`config.mk`:
```
export PLATFORM = sky130hd
export DESIGN_NAME = rf_write_arbiter_flat
export DESIGN_NICKNAME = d
export VERILOG_FILES = /design/src/rtl/rf_write_arbiter_pkg.sv /design/src/rtl/rf_write_arbiter_if.sv /design/src/rtl/rf_write_arbiter_hold_buffer.sv /design/src/rtl/rf_write_arbiter.sv /design/src/flat_wrapper.sv
export SDC_FILE = /design/constraint.sdc
export NUM_CORES = 1
export LEC_CHECK = 0
export CORE_ASPECT_RATIO = 0.7
export CORE_MARGIN = 2
export CORE_UTILIZATION = 40
export DETAILED_ROUTE_END_ITERATION = 10
export HOLD_SLACK_MARGIN = 0.02
export PLACE_DENSITY = 0.73
export SLEW_MARGIN = 5
export SYNTH_ARGS = -nofsm -noshare
export SYNTH_HDL_FRONTEND = slang
export SYNTH_SLANG_ARGS = --single-unit
```
`constraint.sdc`:
```
create_clock -name clk -period 6.63 [get_ports clk]
set_input_delay 0.663 -clock clk [delete_from_list [all_inputs] [get_ports clk]]
set_output_delay 0.663 -clock clk [all_outputs]
set_load 0.005 [all_outputs]
```
`src/rtl/rf_write_arbiter_pkg.sv`:
```
// Shared types for the GPR write-port arbiter: write request, mul/div commit record
// and the arbitration state encoding.
package rf_write_arbiter_pkg;

    localparam int REG_ADDR_W = 5;
    localparam int DATA_W     = 64;
    localparam int WAIT_W     = 3;

    typedef struct packed {
        logic                  we;
        logic [REG_ADDR_W-1:0] wd;
        logic [DATA_W-1:0]     data;
    } RF_WR_REQ;

    typedef struct packed {
        logic                  valid;
        logic [REG_ADDR_W-1:0] wd;
        logic [DATA_W-1:0]     data;
    } MD_COMMIT;

    typedef enum logic [1:0] {
        IDLE,
        HELD,
        STARVE
    } ARB_STATE;

    // x0 is hardwired to zero, so writes to it are architecturally invisible.
    function automatic logic writes_reg(input logic [REG_ADDR_W-1:0] wd);
        return wd != '0;
    endfunction

endpackage

```
`src/rtl/rf_write_arbiter_if.sv`:
```
// Bundle of the writeback, mul/div, stall-vote and register-file signals around the arbiter.
interface rf_write_arbiter_if;

    logic        pipeWe;
    logic [4:0]  pipeWd;
    logic [63:0] pipeData;
    logic        mdValid;
    logic        mdReady;
    logic [4:0]  mdWd;
    logic [63:0] mdData;
    logic        ok_to_proceed_overall;
    logic        ok_to_proceed;
    logic        rfWe;
    logic [4:0]  rfWa;
    logic [63:0] rfWd;
    logic        mdCommitValid;
    logic [4:0]  mdCommitWd;
    logic [63:0] mdCommitData;
    logic        pendingValid;
    logic [4:0]  pendingWd;

    modport master (
        output pipeWe, pipeWd, pipeData, mdValid, mdWd, mdData, ok_to_proceed_overall,
        input  mdReady, ok_to_proceed, rfWe, rfWa, rfWd,
        input  mdCommitValid, mdCommitWd, mdCommitData, pendingValid, pendingWd
    );

    modport slave (
        input  pipeWe, pipeWd, pipeData, mdValid, mdWd, mdData, ok_to_proceed_overall,
        output mdReady, ok_to_proceed, rfWe, rfWa, rfWd,
        output mdCommitValid, mdCommitWd, mdCommitData, pendingValid, pendingWd
    );

endinterface

```
`src/rtl/rf_write_arbiter_hold_buffer.sv`:
```
// One-entry parking slot for a mul/div result that lost the write port, plus a
// counter of how many cycles it has been waiting.
module hold_buffer
    import rf_write_arbiter_pkg::*;
(
    input  logic                  clk,
    input  logic                  rst,
    input  logic                  load,
    input  logic [REG_ADDR_W-1:0] load_wd,
    input  logic [DATA_W-1:0]     load_data,
    input  logic                  release_buf,
    output logic                  buf_valid,
    output logic [REG_ADDR_W-1:0] buf_wd,
    output logic [DATA_W-1:0]     buf_data,
    output logic [WAIT_W-1:0]     wait_cnt
);

    logic                  valid_q, valid_d;
    logic [REG_ADDR_W-1:0] wd_q, wd_d;
    logic [DATA_W-1:0]     data_q, data_d;
    logic [WAIT_W-1:0]     cnt_q, cnt_d;

    // Release (granted or WAW-killed) wins; the counter saturates rather than wrapping.
    always_comb begin
        valid_d = valid_q;
        wd_d    = wd_q;
        data_d  = data_q;
        cnt_d   = cnt_q;
        if (release_buf) begin
            valid_d = 1'b0;
            cnt_d   = '0;
        end else if (load) begin
            valid_d = 1'b1;
            wd_d    = load_wd;
            data_d  = load_data;
            cnt_d   = '0;
        end else if (valid_q && cnt_q != '1) begin
            cnt_d = cnt_q + 1'b1;
        end
    end

    always_ff @(posedge clk or posedge rst) begin
        if (rst) begin
            valid_q <= 1'b0;
            wd_q    <= '0;
            data_q  <= '0;
            cnt_q   <= '0;
        end else begin
            valid_q <= valid_d;
            wd_q    <= wd_d;
            data_q  <= data_d;
            cnt_q   <= cnt_d;
        end
    end

    assign buf_valid = valid_q;
    assign buf_wd    = wd_q;
    assign buf_data  = data_q;
    assign wait_cnt  = cnt_q;

endmodule

```
`src/rtl/rf_write_arbiter.sv`:
```
// Arbitrates the single GPR write port between pipeline writeback (priority) and the
// mul/div unit, parking losing results and forcing a stall if they starve.
module rf_write_arbiter
    import rf_write_arbiter_pkg::*;
#(
    parameter int MAX_WAIT = 4
) (
    input logic               clk,
    input logic               rst,
    rf_write_arbiter_if.slave bus
);

    localparam logic [WAIT_W-1:0] WAIT_LIMIT = WAIT_W'(MAX_WAIT - 1);

    logic                  buf_valid;
    logic [REG_ADDR_W-1:0] buf_wd;
    logic [DATA_W-1:0]     buf_data;
    logic [WAIT_W-1:0]     wait_cnt;

    logic handshake, pipe_grant, buf_grant, bypass_grant, buf_load, waw_inval;

    ARB_STATE state_q, state_d;
    RF_WR_REQ wr_q, wr_d;
    MD_COMMIT commit_q, commit_d;

    // A stalled pipeline will re-present its write, so it only beats an occupied buffer
    // when the pipeline is actually advancing.
    always_comb begin
        handshake    = bus.mdValid && !buf_valid;
        pipe_grant   = bus.pipeWe && (bus.ok_to_proceed_overall || !buf_valid);
        buf_grant    = buf_valid && !pipe_grant;
        bypass_grant = handshake && !pipe_grant;
        buf_load     = handshake && pipe_grant && writes_reg(bus.mdWd);
        waw_inval    = pipe_grant && buf_valid && (bus.pipeWd == buf_wd);
    end

    hold_buffer u_hold_buffer (
        .clk         (clk),
        .rst         (rst),
        .load        (buf_load),
        .load_wd     (bus.mdWd),
        .load_data   (bus.mdData),
        .release_buf (buf_grant || waw_inval),
        .buf_valid   (buf_valid),
        .buf_wd      (buf_wd),
        .buf_data    (buf_data),
        .wait_cnt    (wait_cnt)
    );

    always_comb begin
        wr_d           = wr_q;
        wr_d.we        = 1'b0;
        commit_d       = commit_q;
        commit_d.valid = 1'b0;
        if (pipe_grant) begin
            wr_d.we   = writes_reg(bus.pipeWd);
            wr_d.wd   = bus.pipeWd;
            wr_d.data = bus.pipeData;
        end else if (buf_grant) begin
            wr_d.we        = writes_reg(buf_wd);
            wr_d.wd        = buf_wd;
            wr_d.data      = buf_data;
            commit_d.valid = writes_reg(buf_wd);
            commit_d.wd    = buf_wd;
            commit_d.data  = buf_data;
        end else if (bypass_grant) begin
            wr_d.we        = writes_reg(bus.mdWd);
            wr_d.wd        = bus.mdWd;
            wr_d.data      = bus.mdData;
            commit_d.valid = writes_reg(bus.mdWd);
            commit_d.wd    = bus.mdWd;
            commit_d.data  = bus.mdData;
        end
        // The overwritten result never reaches the file but must still retire in order.
        if (waw_inval) begin
            commit_d.valid = writes_reg(buf_wd);
            commit_d.wd    = buf_wd;
            commit_d.data  = buf_data;
        end
    end

    always_comb begin
        state_d = state_q;
        unique case (state_q)
            IDLE:   if (buf_load) state_d = HELD;
            HELD: begin
                if (buf_grant || waw_inval)    state_d = IDLE;
                else if (wait_cnt == WAIT_LIMIT) state_d = STARVE;
            end
            STARVE: if (buf_grant || waw_inval) state_d = IDLE;
            default: state_d = IDLE;
        endcase
    end

    always_ff @(posedge clk or posedge rst) begin
        if (rst) begin
            state_q  <= IDLE;
            wr_q     <= '0;
            commit_q <= '0;
        end else begin
            state_q  <= state_d;
            wr_q     <= wr_d;
            commit_q <= commit_d;
        end
    end

    assign bus.mdReady       = !buf_valid;
    assign bus.ok_to_proceed = (state_q != STARVE);
    assign bus.rfWe          = wr_q.we;
    assign bus.rfWa          = wr_q.wd;
    assign bus.rfWd          = wr_q.data;
    assign bus.mdCommitValid = commit_q.valid;
    assign bus.mdCommitWd    = commit_q.wd;
    assign bus.mdCommitData  = commit_q.data;
    assign bus.pendingValid  = buf_valid;
    assign bus.pendingWd     = buf_wd;

endmodule

```
`src/flat_wrapper.sv`:
```
// flat-port wrapper written by rule: the top's interface ports become plain ports
module rf_write_arbiter_flat import rf_write_arbiter_pkg::*;
#(
    parameter int MAX_WAIT = 4
)
  (clk, rst, bus_pipeWe, bus_pipeWd, bus_pipeData, bus_mdValid, bus_mdWd, bus_mdData, bus_ok_to_proceed_overall, bus_mdReady, bus_ok_to_proceed, bus_rfWe, bus_rfWa, bus_rfWd, bus_mdCommitValid, bus_mdCommitWd, bus_mdCommitData, bus_pendingValid, bus_pendingWd);
  rf_write_arbiter_if bus_i ();
  input logic clk;
  input logic rst;
  input wire logic [$bits(bus_i.pipeWe)-1:0] bus_pipeWe;
  input wire logic [$bits(bus_i.pipeWd)-1:0] bus_pipeWd;
  input wire logic [$bits(bus_i.pipeData)-1:0] bus_pipeData;
  input wire logic [$bits(bus_i.mdValid)-1:0] bus_mdValid;
  input wire logic [$bits(bus_i.mdWd)-1:0] bus_mdWd;
  input wire logic [$bits(bus_i.mdData)-1:0] bus_mdData;
  input wire logic [$bits(bus_i.ok_to_proceed_overall)-1:0] bus_ok_to_proceed_overall;
  output wire logic [$bits(bus_i.mdReady)-1:0] bus_mdReady;
  output wire logic [$bits(bus_i.ok_to_proceed)-1:0] bus_ok_to_proceed;
  output wire logic [$bits(bus_i.rfWe)-1:0] bus_rfWe;
  output wire logic [$bits(bus_i.rfWa)-1:0] bus_rfWa;
  output wire logic [$bits(bus_i.rfWd)-1:0] bus_rfWd;
  output wire logic [$bits(bus_i.mdCommitValid)-1:0] bus_mdCommitValid;
  output wire logic [$bits(bus_i.mdCommitWd)-1:0] bus_mdCommitWd;
  output wire logic [$bits(bus_i.mdCommitData)-1:0] bus_mdCommitData;
  output wire logic [$bits(bus_i.pendingValid)-1:0] bus_pendingValid;
  output wire logic [$bits(bus_i.pendingWd)-1:0] bus_pendingWd;
  assign bus_i.pipeWe = bus_pipeWe;
  assign bus_i.pipeWd = bus_pipeWd;
  assign bus_i.pipeData = bus_pipeData;
  assign bus_i.mdValid = bus_mdValid;
  assign bus_i.mdWd = bus_mdWd;
  assign bus_i.mdData = bus_mdData;
  assign bus_i.ok_to_proceed_overall = bus_ok_to_proceed_overall;
  assign bus_mdReady = bus_i.mdReady;
  assign bus_ok_to_proceed = bus_i.ok_to_proceed;
  assign bus_rfWe = bus_i.rfWe;
  assign bus_rfWa = bus_i.rfWa;
  assign bus_rfWd = bus_i.rfWd;
  assign bus_mdCommitValid = bus_i.mdCommitValid;
  assign bus_mdCommitWd = bus_i.mdCommitWd;
  assign bus_mdCommitData = bus_i.mdCommitData;
  assign bus_pendingValid = bus_i.pendingValid;
  assign bus_pendingWd = bus_i.pendingWd;
  rf_write_arbiter #(.MAX_WAIT(MAX_WAIT)) u_core (.clk(clk), .rst(rst), .bus(bus_i));
endmodule
```
==> key figures, run 1 <==
Run status
  • Status: complete, no violations

Clocking
  • CTS HTree Levels: 1
  • Post-cts resize count: 0
  • CTS Buffer Depth: 3
  • CTS root buffer: clkbuf_16
  • CTS Sinks: 215
  • Post-CTS Setup Bufs: 0
  • CTS tree: yes
  • Insertion delay to the later sink of the worst-skew pair: 0.50 ns
  • Hold buffers post-CTS: 0
  • CTS Buf Count: 22
  • CTS clk-pin slew, worst paths: 0.06 ns

GRT
  • GRT overflow: 0
  • Total Routing Usage GR: around 22%
  • Global-route wire length before repair: 41,400 um
  • Vias in the first global route: 7,036
  • Pin count of the biggest net entering global routing: 79
  • Initial antenna violation count: 1

Yosys
  • Synth Register Bits: 215
  • Syn Area/Cell: 12.4 um^2
  • Mapped cell area: 9150 um^2
  • Syn_nets: between 800 and 900
  • Post-synth top area cell: dfrtp_1
  • Top post-synthesis cells by area: dfrtp_1, mux2_2, a221o_1
  • Mapped Cells: about 740
  • Register area share after synthesis: 58.8%
  • Yosys cell types: 37
  • Synth warnings: 0
  • Yosys top cell area share: 58.8%

Setup path
  • Slowest cell on crit path: a21o_2
  • Top delay family on crit path: buffers and inverters
  • Buffers and inverters on the worst path: 2
  • Crit. End Element: register
  • Arrival time at the worst endpoint: around 3.2 ns
  • Worst path max stage delay: 0.64 ns
  • Crit path max fanout: 44
  • Setup CP Type: in -> reg
  • CP Cell Sequence: clkdlybuf4s50_1 > xor2_1 > nor4_4 > a21o_2 > buf_4 > a221o_1
  • Data required, critical path: roughly 7.1 ns
  • Critical path launch point type: primary input

Route
  • Drt drc: 0
  • DR iter-0 viols: ~570
  • DRT Pass-1 Iters: 5
  • Routed Antenna Nets: 0
  • Vias: 7,429
  • Drt total wl: approximately 27,000 um
  • Vias per cell: roughly 5.6
  • Drt wl/cell: 20.5 um

Placement
  • Detail Placement HPWL: approximately 17,000 um
  • Placed instance count: 1,287
  • IO buf count: 290
  • RePlAce Congestion: 0.845
  • Place WS: 3.33 ns

Final layout
  • Synth-to-Final Area Change: 41.9%
  • Fraction of layout cells with a size suffix above 1: 12.4%
  • Most common cell after layout, fill and taps aside: clkdlybuf4s50_1
  • Util after Layout: 57.5%
  • Most frequent cells in the layout: clkdlybuf4s50_1, dfrtp_1, a21oi_1
  • Ant diodes: 0
  • NumNets Final: 1,145
  • Non-filler instance count after layout: 1,326

STA
  • Period Utilization, post-route: 42.3%
  • Unrepaired setup endpoints after global routing: no
  • Clk_skew: 0.00728 ns
  • Maximum operating frequency: 0.356 GHz
  • Slew @ Worst Pin: approximately 1.1 ns
  • Rel. slew slack: 26.2%
  • Slew Limit Fails: 0
  • Setup ws final: between 3 and 4 ns
  • Post-route setup TNS: 0 ns
  • Fin crit period: 2.81 ns
  • Hold Vio Cnt, Final: 0
  • Final-report setup violation count: 0

Power and ir drop
  • P per Cell Area: 448 nW/um^2
  • Reg power frac: 40.3%
  • P_sw: 1.81 mW
  • VDD IR max: ~290 uV
  • Internal power component: about 4.0 mW
  • Total power draw: 5.81 mW
  • Logic gate share of total power: 37.8%
  • Clock power share: a little over a fifth
  • Sw Ratio: 31.1%
  • P_leak: between 5 and 6 nW

Die
  • Total core area: 22,600 um^2
  • Core Rows: 46
  • Die Height: 131 um
  • Die area: about 24,000 um^2
  • Initial Utilization: 40.5%
  • I/O pins: 291
  • Die Wd: 185 um

Hold path
  • Hold Crit Class: reg -> reg

Job
  • Max-cap violations: 0
==> layer usage <==
metal / global-route usage, % / vias to the layer above / share of wire [%]
li1: - / 3355 / -
met1: 32.2 / 3693 / 45
met2: 33.4 / 346 / 44
met3: 6.21 / 35 / 9.6
met4: 3.97 / 0 / 1.5
met5: 0 / - / 0
==> worst reg2reg max path, stage by stage (launching register included) <==
cell and delay, ns:
dfrtp_1 0.45, xor2_1 0.22, nor4_4 0.38, a21o_2 0.64, buf_4 0.61, a221o_1 0.31
==> through the flow <==
| stage | cell area (um^2) | hold slack [ns] |
|---|---|---|
| 2_1_floorplan | 9150 | 0.474 |
| 3_3_place_gp | 12200 | 0.495 |
| 3_5_place_dp | 12200 | 0.494 |
| 4_1_cts | 13000 | 0.515 |
| 5_1_grt | 13000 | 0.524 |
| 6_report | 13000 | 0.511 |
==> cell usage after synthesis <==
| master | number |
|---|---|
| dfrtp_1 | 215 |
| a21oi_1 | 74 |
| nor2_1 | 72 |
| and2_1 | 70 |
| mux2_2 | 70 |
| a221o_1 | 69 |
| a221oi_1 | 69 |
| clkbuf_1 | 36 |
| buf_2 | 12 |
| buf_6 | 8 |
| buf_1 | 3 |
| ha_1 | 3 |
| o21ai_0 | 3 |
| xnor2_1 | 3 |
| xor2_1 | 3 |
| and3_1 | 2 |
| buf_4 | 2 |
| inv_1 | 2 |
| nand2_1 | 2 |
| or4_1 | 2 |
| a211oi_2 | 1 |
| a21o_1 | 1 |
| inv_2 | 1 |
| nand2b_1 | 1 |
| nand3_1 | 1 |
| nand3b_1 | 1 |
| nand4_1 | 1 |
| nor2b_1 | 1 |
| nor3_1 | 1 |
| nor3b_1 | 1 |
| nor3b_2 | 1 |
| nor4_4 | 1 |
| o2111a_1 | 1 |
| o21a_1 | 1 |
| o32ai_1 | 1 |
| or3_1 | 1 |
| or4b_2 | 1 |
==> worst paths after layout <==
kind	depth (start not counted)	endpoint	start	slack, ns
setup reg to reg	5	u_core.bus.mdCommitWd[4]$_DFFE_PP0P_	u_core.u_hold_buffer.buf_wd[4]$_DFFE_PP0P_	3.97
min in group asynchronous	2	u_core.u_hold_buffer.buf_data[31]$_DFFE_PP0P_	rst	0.61
hold / removal	1	u_core.bus.mdCommitData[13]$_DFFE_PP0P_	u_core.bus.mdCommitData[13]$_DFFE_PP0P_	0.51
setup / recovery	6	u_core.bus.mdCommitWd[4]$_DFFE_PP0P_	bus_pipeWd[4]	3.82
max in group asynchronous	3	u_core.bus.mdCommitData[36]$_DFFE_PP0P_	rst	4.64
hold reg to reg	1	u_core.bus.mdCommitData[13]$_DFFE_PP0P_	u_core.bus.mdCommitData[13]$_DFFE_PP0P_	0.51
==> sequential cells by signal, summed over array words and instances, names as in the netlist <==
signal and flops:
u_core.u_hold_buffer.buf_wd 5, u_core.bus.mdCommitData 64, u_core.u_hold_buffer.buf_valid 1, u_core.state_q 2
u_core.u_hold_buffer.wait_cnt 3, u_core.bus.mdCommitValid 1, u_core.bus.mdCommitWd 5, u_core.u_hold_buffer.buf_data 64
u_core.bus.rfWd 64, u_core.bus.rfWe 1, u_core.bus.rfWa 5
==> power by group through the flow <==
| stage | logic, mW | registers (mW) | clock network [mW] |
|---|---|---|---|
| 6_report | 2.20 | 2.34 | 1.28 |
| 5_1_grt | 2.38 | 2.41 | 1.36 |
| 4_1_cts | 2.22 | 2.33 | 1.31 |
| 3_5_place_dp | 2.21 | 2.34 | 0 |
| 3_3_place_gp | 2.16 | 2.34 | 0 |
| 2_1_floorplan | 1.04 | 2.28 | 0 |
==> area by class of cell <==
| class | instances | area [um^2] |
|---|---|---|
| fillers | 1863 | 9580 |
| flip-flops and latches | 215 | 5380 |
| multi-input cells | 458 | 3480 |
| repair buffers | 299 | 2970 |
| clock buffers | 30 | 652 |
| well taps | 312 | 390 |
| clock inverters | 9 | 95.1 |
| inverters | 3 | 18.8 |
==> logic make-up after synthesis <==
| kind of cell | Yosys count | synth area share, % |
|---|---|---|
| xor gates and xnor gates | 6 | 0.575 |
| adders and majority gates | 3 | 0.410 |
| muxes | 70 | 8.62 |
| AOI/OAI and AO/OA | 220 | 18.9 |
| and+or+nand+nor | 159 | 9.15 |
| buffers and inverters | 64 | 3.53 |
| DFF | 215 | 58.8 |
Note: power is estimated with default switching activity, not from simulation.
==> run 2: changes to the inputs <==
==> constraint.sdc (replaced) <==
create_clock -name clk -period 2.3 [get_ports clk]
set_input_delay 0.23 -clock clk [delete_from_list [all_inputs] [get_ports clk]]
set_output_delay 0.23 -clock clk [all_outputs]
set_load 0.005 [all_outputs]
==> key figures, run 2 (synthesis results as in run 1) <==
Run status
  • Status: complete, no violations

GRT
  • Total Routing Usage GR: between 20% and 30%
  • Global-route wire length before repair: 42,200 um
  • Initial antenna violation count: 0
  • Vias in the first global route: around 7,300
  • Pin count of the biggest net entering global routing: 122
  • GRT overflow: 0

STA
  • Final-report setup violation count: 0
  • Hold Vio Cnt, Final: 0
  • Slew Limit Fails: 0
  • Rel. slew slack: 52.8%
  • Slew @ Worst Pin: 0.707 ns
  • Post-route setup TNS: 0 ns
  • Clk_skew: 0.0112 ns
  • Setup ws final: approximately 0.29 ns
  • Unrepaired setup endpoints after global routing: no
  • Hold_ws: 0.258 ns
  • Maximum operating frequency: 0.497 GHz
  • Period Utilization, post-route: 87.5%
  • Fin crit period: approximately 2.0 ns

Final layout
  • NumNets Final: 1,156
  • Most common cell after layout, fill and taps aside: clkdlybuf4s50_1
  • Fillers: 1,844
  • Most frequent cells in the layout: clkdlybuf4s50_1, dfrtp_1, a21oi_1
  • Design area: 13,200 um^2
  • Util after Layout: 58.7%
  • Fraction of layout cells with a size suffix above 1: 13.2%
  • Reg area: 5380 um^2
  • Multi-input logic area: 3480 um^2
  • Synth-to-Final Area Change: 44.8%
  • Ant diodes: 0
  • Non-filler instance count after layout: 1,338

Clocking
  • CTS clk-pin slew, worst paths: about 0.070 ns
  • CTS Sinks: roughly 220
  • Post-cts resize count: 0
  • CTS Buf Count: 22
  • CTS tree: yes
  • CTS HTree Levels: 1
  • CTS Buffer Depth: 3
  • CTS root buffer: clkbuf_16
  • Hold buffers post-CTS: 0
  • Insertion delay to the later sink of the worst-skew pair: 0.50 ns
  • Post-CTS Setup Bufs: 0

Route
  • Drt total wl: around 28,000 um
  • Vias per cell: 5.58
  • Routed Antenna Nets: 0
  • Vias: between 7,000 and 8,000
  • Drt wl/cell: 20.8 um
  • DR iter-0 viols: 570
  • DRT Pass-1 Iters: 5
  • Drt drc: 0

Placement
  • Area after DPL: between 10,000 and 15,000 um^2
  • IO buf count: 290
  • RePlAce Congestion: around 0.82
  • Placed instance count: 1,298
  • Detail Placement HPWL: between 15,000 and 20,000 um
  • Place WS: 0.130 ns

Die
  • Initial Utilization: 40.5%
  • Core Rows: between 40 and 50
  • Die Wd: 185 um
  • Total core area: 22,600 um^2
  • Die Height: 131 um
  • I/O pins: 291
  • Die area: 24,100 um^2

Power and ir drop
  • Reg power frac: 39.9%
  • Clock power share: 21.6%
  • VDD IR max: between 700 and 800 uV
  • P per Cell Area: 1280 nW/um^2
  • P_leak: 5.48 nW
  • Logic gate share of total power: 38.5%
  • Total power draw: 17.0 mW
  • Sw Ratio: 31.0%
  • Internal power component: between 10 and 15 mW
  • P_sw: 5.28 mW

Setup path
  • Crit path max fanout: 21
  • Arrival time at the worst endpoint: 2.40 ns
  • Critical path launch point type: register
  • Crit. End Element: register
  • Setup CP Type: reg -> reg
  • Data required, critical path: ~2.7 ns
  • R2R depth: 5

Hold path
  • Hold Crit Class: in -> async

Job
  • Max-cap violations: 0
## run 2: final timing paths
check	startpoint	to	slack, ns
setup / recovery	u_core.u_hold_buffer.buf_valid$_DFFE_PP0P_	u_core.bus.mdCommitData[48]$_DFFE_PP0P_	0.29
hold / removal	rst	u_core.u_hold_buffer.buf_data[59]$_DFFE_PP0P_	0.26
setup reg to reg	u_core.u_hold_buffer.buf_valid$_DFFE_PP0P_	u_core.bus.mdCommitData[48]$_DFFE_PP0P_	0.29
hold reg to reg	u_core.bus.mdCommitData[23]$_DFFE_PP0P_	u_core.bus.mdCommitData[23]$_DFFE_PP0P_	0.51
max in group asynchronous	rst	u_core.u_hold_buffer.buf_data[39]$_DFFE_PP0P_	1.45
min in group clk	bus_mdData[54]	u_core.u_hold_buffer.buf_data[54]$_DFFE_PP0P_	0.36
## run 2: metal layers
layer	GRT usage [%]	up-vias	part of all wire, %	routed length [um]
li1	-	3388	-	-
met1	32.5	3710	44	12200
met2	34.6	336	44	12300
met3	6.71	36	10	2860
met4	4.30	0	1.4	403
met5	0	-	0	0
## run 2: worst max-delay path, stage by stage (launching register included)
cell      delay, ns
dfrtp_1        0.48
inv_2          0.15
o2111a_1       0.35
a21o_2         0.29
buf_4          0.24
a221o_1        0.38
## run 2: cell type report
type / count / share of cell area [%]
inverters: 3 / 0.113
well taps: 312 / 2.95
clock buffers: 33 / 4.92
multi-input cells: 458 / 26.2
flip-flops and latches: 215 / 40.6
clock inverters: 7 / 0.756
repair buffers: 310 / 24.4
## run 2: power groups by stage
stage               combinational (mW)  sequential (mW)  clock [mW]
CTS                               6.62             6.76        3.76
global placement                  6.48             6.76           0
finish                            6.55             6.79        3.66
floorplan                         2.99             6.58           0
detailed placement                6.61             6.78           0
global route                      7.09             6.98        3.91
==> run 3: changes to the inputs <==
--- a/config.mk
+++ b/config.mk
@@ -10,8 +10,9 @@
 export CORE_UTILIZATION = 40
 export DETAILED_ROUTE_END_ITERATION = 10
 export HOLD_SLACK_MARGIN = 0.02
-export PLACE_DENSITY = 0.73
+export PLACE_DENSITY_LB_ADDON = 0.2
 export SLEW_MARGIN = 5
 export SYNTH_ARGS = -nofsm -noshare
 export SYNTH_HDL_FRONTEND = slang
+export SYNTH_HIERARCHICAL = 1
 export SYNTH_SLANG_ARGS = --single-unit
==> constraint.sdc (replaced) <==
create_clock -name clk -period 1.9 [get_ports clk]
set_input_delay 0.19 -clock clk [delete_from_list [all_inputs] [get_ports clk]]
set_output_delay 0.19 -clock clk [all_outputs]
set_load 0.005 [all_outputs]
==> key figures, run 3 <==
Route
  • Drt wl/cell: 20.1 um
  • DR iter-0 viols: 427
  • Vias: roughly 8,300
  • DRT Pass-1 Iters: 5
  • Vias per cell: approximately 5.4
  • Drt total wl: 30,900 um
  • Drt drc: 0
  • Routed Antenna Nets: 0

Run status
  • Status: finished with violations
  • Failing checks: negative setup slack

Clocking
  • Insertion delay to the later sink of the worst-skew pair: ~0.51 ns
  • CTS Sinks: 215
  • CTS Buf Count: 23
  • CTS clk-pin slew, worst paths: 0.06 ns
  • CTS Buffer Depth: 3
  • CTS tree: yes
  • Hold buffers post-CTS: 0
  • CTS HTree Levels: 1
  • CTS root buffer: clkbuf_16

Power and ir drop
  • Total power draw: roughly 22 mW
  • P_leak: 6.13 nW
  • VDD IR max: approximately 830 uV
  • Internal power component: 14.7 mW
  • Reg power frac: 37.0%
  • P_sw: 7.11 mW
  • Clock power share: a little over 20%
  • P per Cell Area: 1510 nW/um^2
  • Sw Ratio: around a third
  • Logic gate share of total power: between 40% and 50%

Job
  • Max-cap violations: 0

Die
  • Die area: 26,000 um^2
  • Initial Utilization: 40.4%
  • Die Wd: approximately 190 um
  • Total core area: approximately 24,000 um^2
  • Core Rows: between 40 and 50
  • I/O pins: 291
  • Die Height: 135 um

Final layout
  • Fillers: 2,048
  • Most common cell after layout, fill and taps aside: clkdlybuf4s50_1
  • Synth-to-Final Area Change: 46.5%
  • Multi-input logic area: 4160 um^2
  • Reg area: 5380 um^2
  • Most frequent cells in the layout: clkdlybuf4s50_1, dfrtp_1, nand2_1
  • Design area: 14,500 um^2
  • Fraction of layout cells with a size suffix above 1: between 20% and 30%
  • Non-filler instance count after layout: 1,538
  • NumNets Final: 1,343

STA
  • Final-report setup violation count: 12
  • Maximum operating frequency: 0.523 GHz
  • Hold Vio Cnt, Final: 0
  • Slew Limit Fails: 0
  • Period Utilization, post-route: 101%
  • Hold_ws: 0.187 ns
  • Setup ws final: -0.0137 ns
  • Fin crit period: 1.91 ns
  • Rel. slew slack: 60.7%
  • Unrepaired setup endpoints after global routing: yes
  • Clk_skew: 0.0102 ns
  • Slew @ Worst Pin: 0.589 ns

Setup path
  • Arrival time at the worst endpoint: around 2.3 ns
  • Critical path launch point type: register
  • Data required, critical path: 2.28 ns
  • Crit path max fanout: 6
  • CP Cell Sequence: xor2_2 > nor4_4 > a21oi_4 > inv_2 > nor2b_4 > clkbuf_16 > buf_6 > mux2_4
  • Slowest cell on crit path: dfrtp_2
  • Worst path max stage delay: 0.42 ns
  • Crit. End Element: register
  • Setup CP Type: reg -> reg

Yosys
  • Top-count cell post-synth: dfrtp_1
  • Post-synth top cells: dfrtp_1, nand2_1, nor2_1
  • Post-synth top area cell: dfrtp_1
  • Syn_nets: 1,039
  • Yosys top cell area share: 54.5%
  • Async SR Flop Fraction: 100%
  • Mapped cell area: 9880 um^2
  • Top post-synthesis cells by area: dfrtp_1, o211ai_2, mux2_2
  • Synth Flop Type: dfrtp_1
  • Synth Register Bits: 215
  • Yosys cell types: 40
  • Post-synth EDFFs: 0
  • Register area share after synthesis: 54.5%
  • Synth warnings: 6
  • Syn Area/Cell: 11.0 um^2
  • Mapped Cells: 894

GRT
  • Pin count of the biggest net entering global routing: 91
  • Total Routing Usage GR: between 20% and 30%
  • Vias in the first global route: 8,166
  • Initial antenna violation count: 3
  • Global-route wire length before repair: 46,900 um
  • GRT overflow: 0

Placement
  • Place WS: -0.399 ns
  • Area after DPL: 13,500 um^2
  • RePlAce Congestion: between 0.7 and 0.8
  • Detail Placement HPWL: between 20,000 and 25,000 um
  • IO buf count: 290
  • Placed instance count: ~1,500

Hold path
  • Hold Crit Class: in -> async
-- run 3: cell count changes after synthesis, sizes merged, moves of 4 or more --
cell	change
a21oi	-73
a221o	-69
a221oi	-69
a22oi	+69
a31oi	+69
and2	-69
buf	+5
clkbuf	+11
nand2	+139
nand3	+69
nor2	+4
o211ai	+69
-- run 3: power by group through the flow --
stage	clock network, mW	registers, mW	logic, mW
final	4.46	8.07	9.27
after global routing	4.74	8.36	10.0
after CTS	4.56	8.06	9.18
after detailed placement	0	8.11	9.14
after global placement	0	8.04	8.97
after floorplan	0	8.06	4.15
-- run 3: path summary, 6_finish.rpt --
kind / start / endpoint / slack [ns] / cells past startpoint
max reg2reg: u_core/u_hold_buffer/buf_wd[0]$_DFFE_PP0P_ / u_core/u_hold_buffer/buf_data[20]$_DFFE_PP0P_ / -0.01 / 8
max in group asynchronous: rst / u_core/bus.rfWd[15]$_DFFE_PP0P_ / 1.14 / 3
max: u_core/u_hold_buffer/buf_wd[0]$_DFFE_PP0P_ / u_core/u_hold_buffer/buf_data[20]$_DFFE_PP0P_ / -0.01 / 8
min reg2reg: u_core/u_hold_buffer/buf_data[57]$_DFFE_PP0P_ / u_core/u_hold_buffer/buf_data[57]$_DFFE_PP0P_ / 0.53 / 1
min: rst / u_core/u_hold_buffer/buf_data[63]$_DFFE_PP0P_ / 0.19 / 2
min in group clk: bus_pipeData[0] / u_core/bus.rfWd[0]$_DFFE_PP0P_ / 0.24 / 3
-- run 3: logic make-up after synthesis --
family | after synthesis | synth area share, %
AOI/OAI and AO/OA | 216 | 19.0
xor gates and xnor gates | 6 | 0.532
adders and majority gates | 2 | 0.253
buffers and inverters | 81 | 4.27
DFF | 215 | 54.5
muxes | 71 | 8.45
and+or+nand+nor | 303 | 13.0
-- run 3: critical path: cells and delay by family (launching register included) --
family                 cells  cell delay [ns]
AO/OA/AOI/OAI              1             0.10
XOR/XNOR                   1             0.16
buffers and inverters      3             0.40
flip-flops                 1             0.42
multiplexers               1             0.30
AND/OR/NAND/NOR            2             0.41
-- run 3: through the flow --
stage	utilization [%]	TNS, ns
2_1_floorplan	-	-25.60
4_1_cts	58.4	-0.362
3_3_place_gp	55.3	-39.61
5_1_grt	59.2	-2.59
3_5_place_dp	55.3	-44.80
6_report	59.2	-0.0897
-- run 3: repair_timing --
action | CTS | global route
gates resized for setup | 1 | 6
gates cloned | 0 | 7
setup buffers | 0 | 1
setup endpoints to repair | 45 | 68
pin swaps | 0 | 4
-- run 3: layout make-up --
cell class	count	share of cell area [%]
well taps	325	2.81
clock buffers	33	4.51
clock inverters	5	0.545
flip-flops and latches	215	37.2
diodes	2	0.0346
inverters	4	0.156
repair buffers	356	26.0
multi-input cells	598	28.7
-- run 3: per-layer routing --
metal  part of all wire [%]  vias up  global-route usage (%)
met5                      0        -                       0
met4                    1.7        0                    4.36
met3                    8.2       37                    5.93
met2                     45      281                    35.7
met1                     45     4089                    32.7
li1                       -     3862                       -
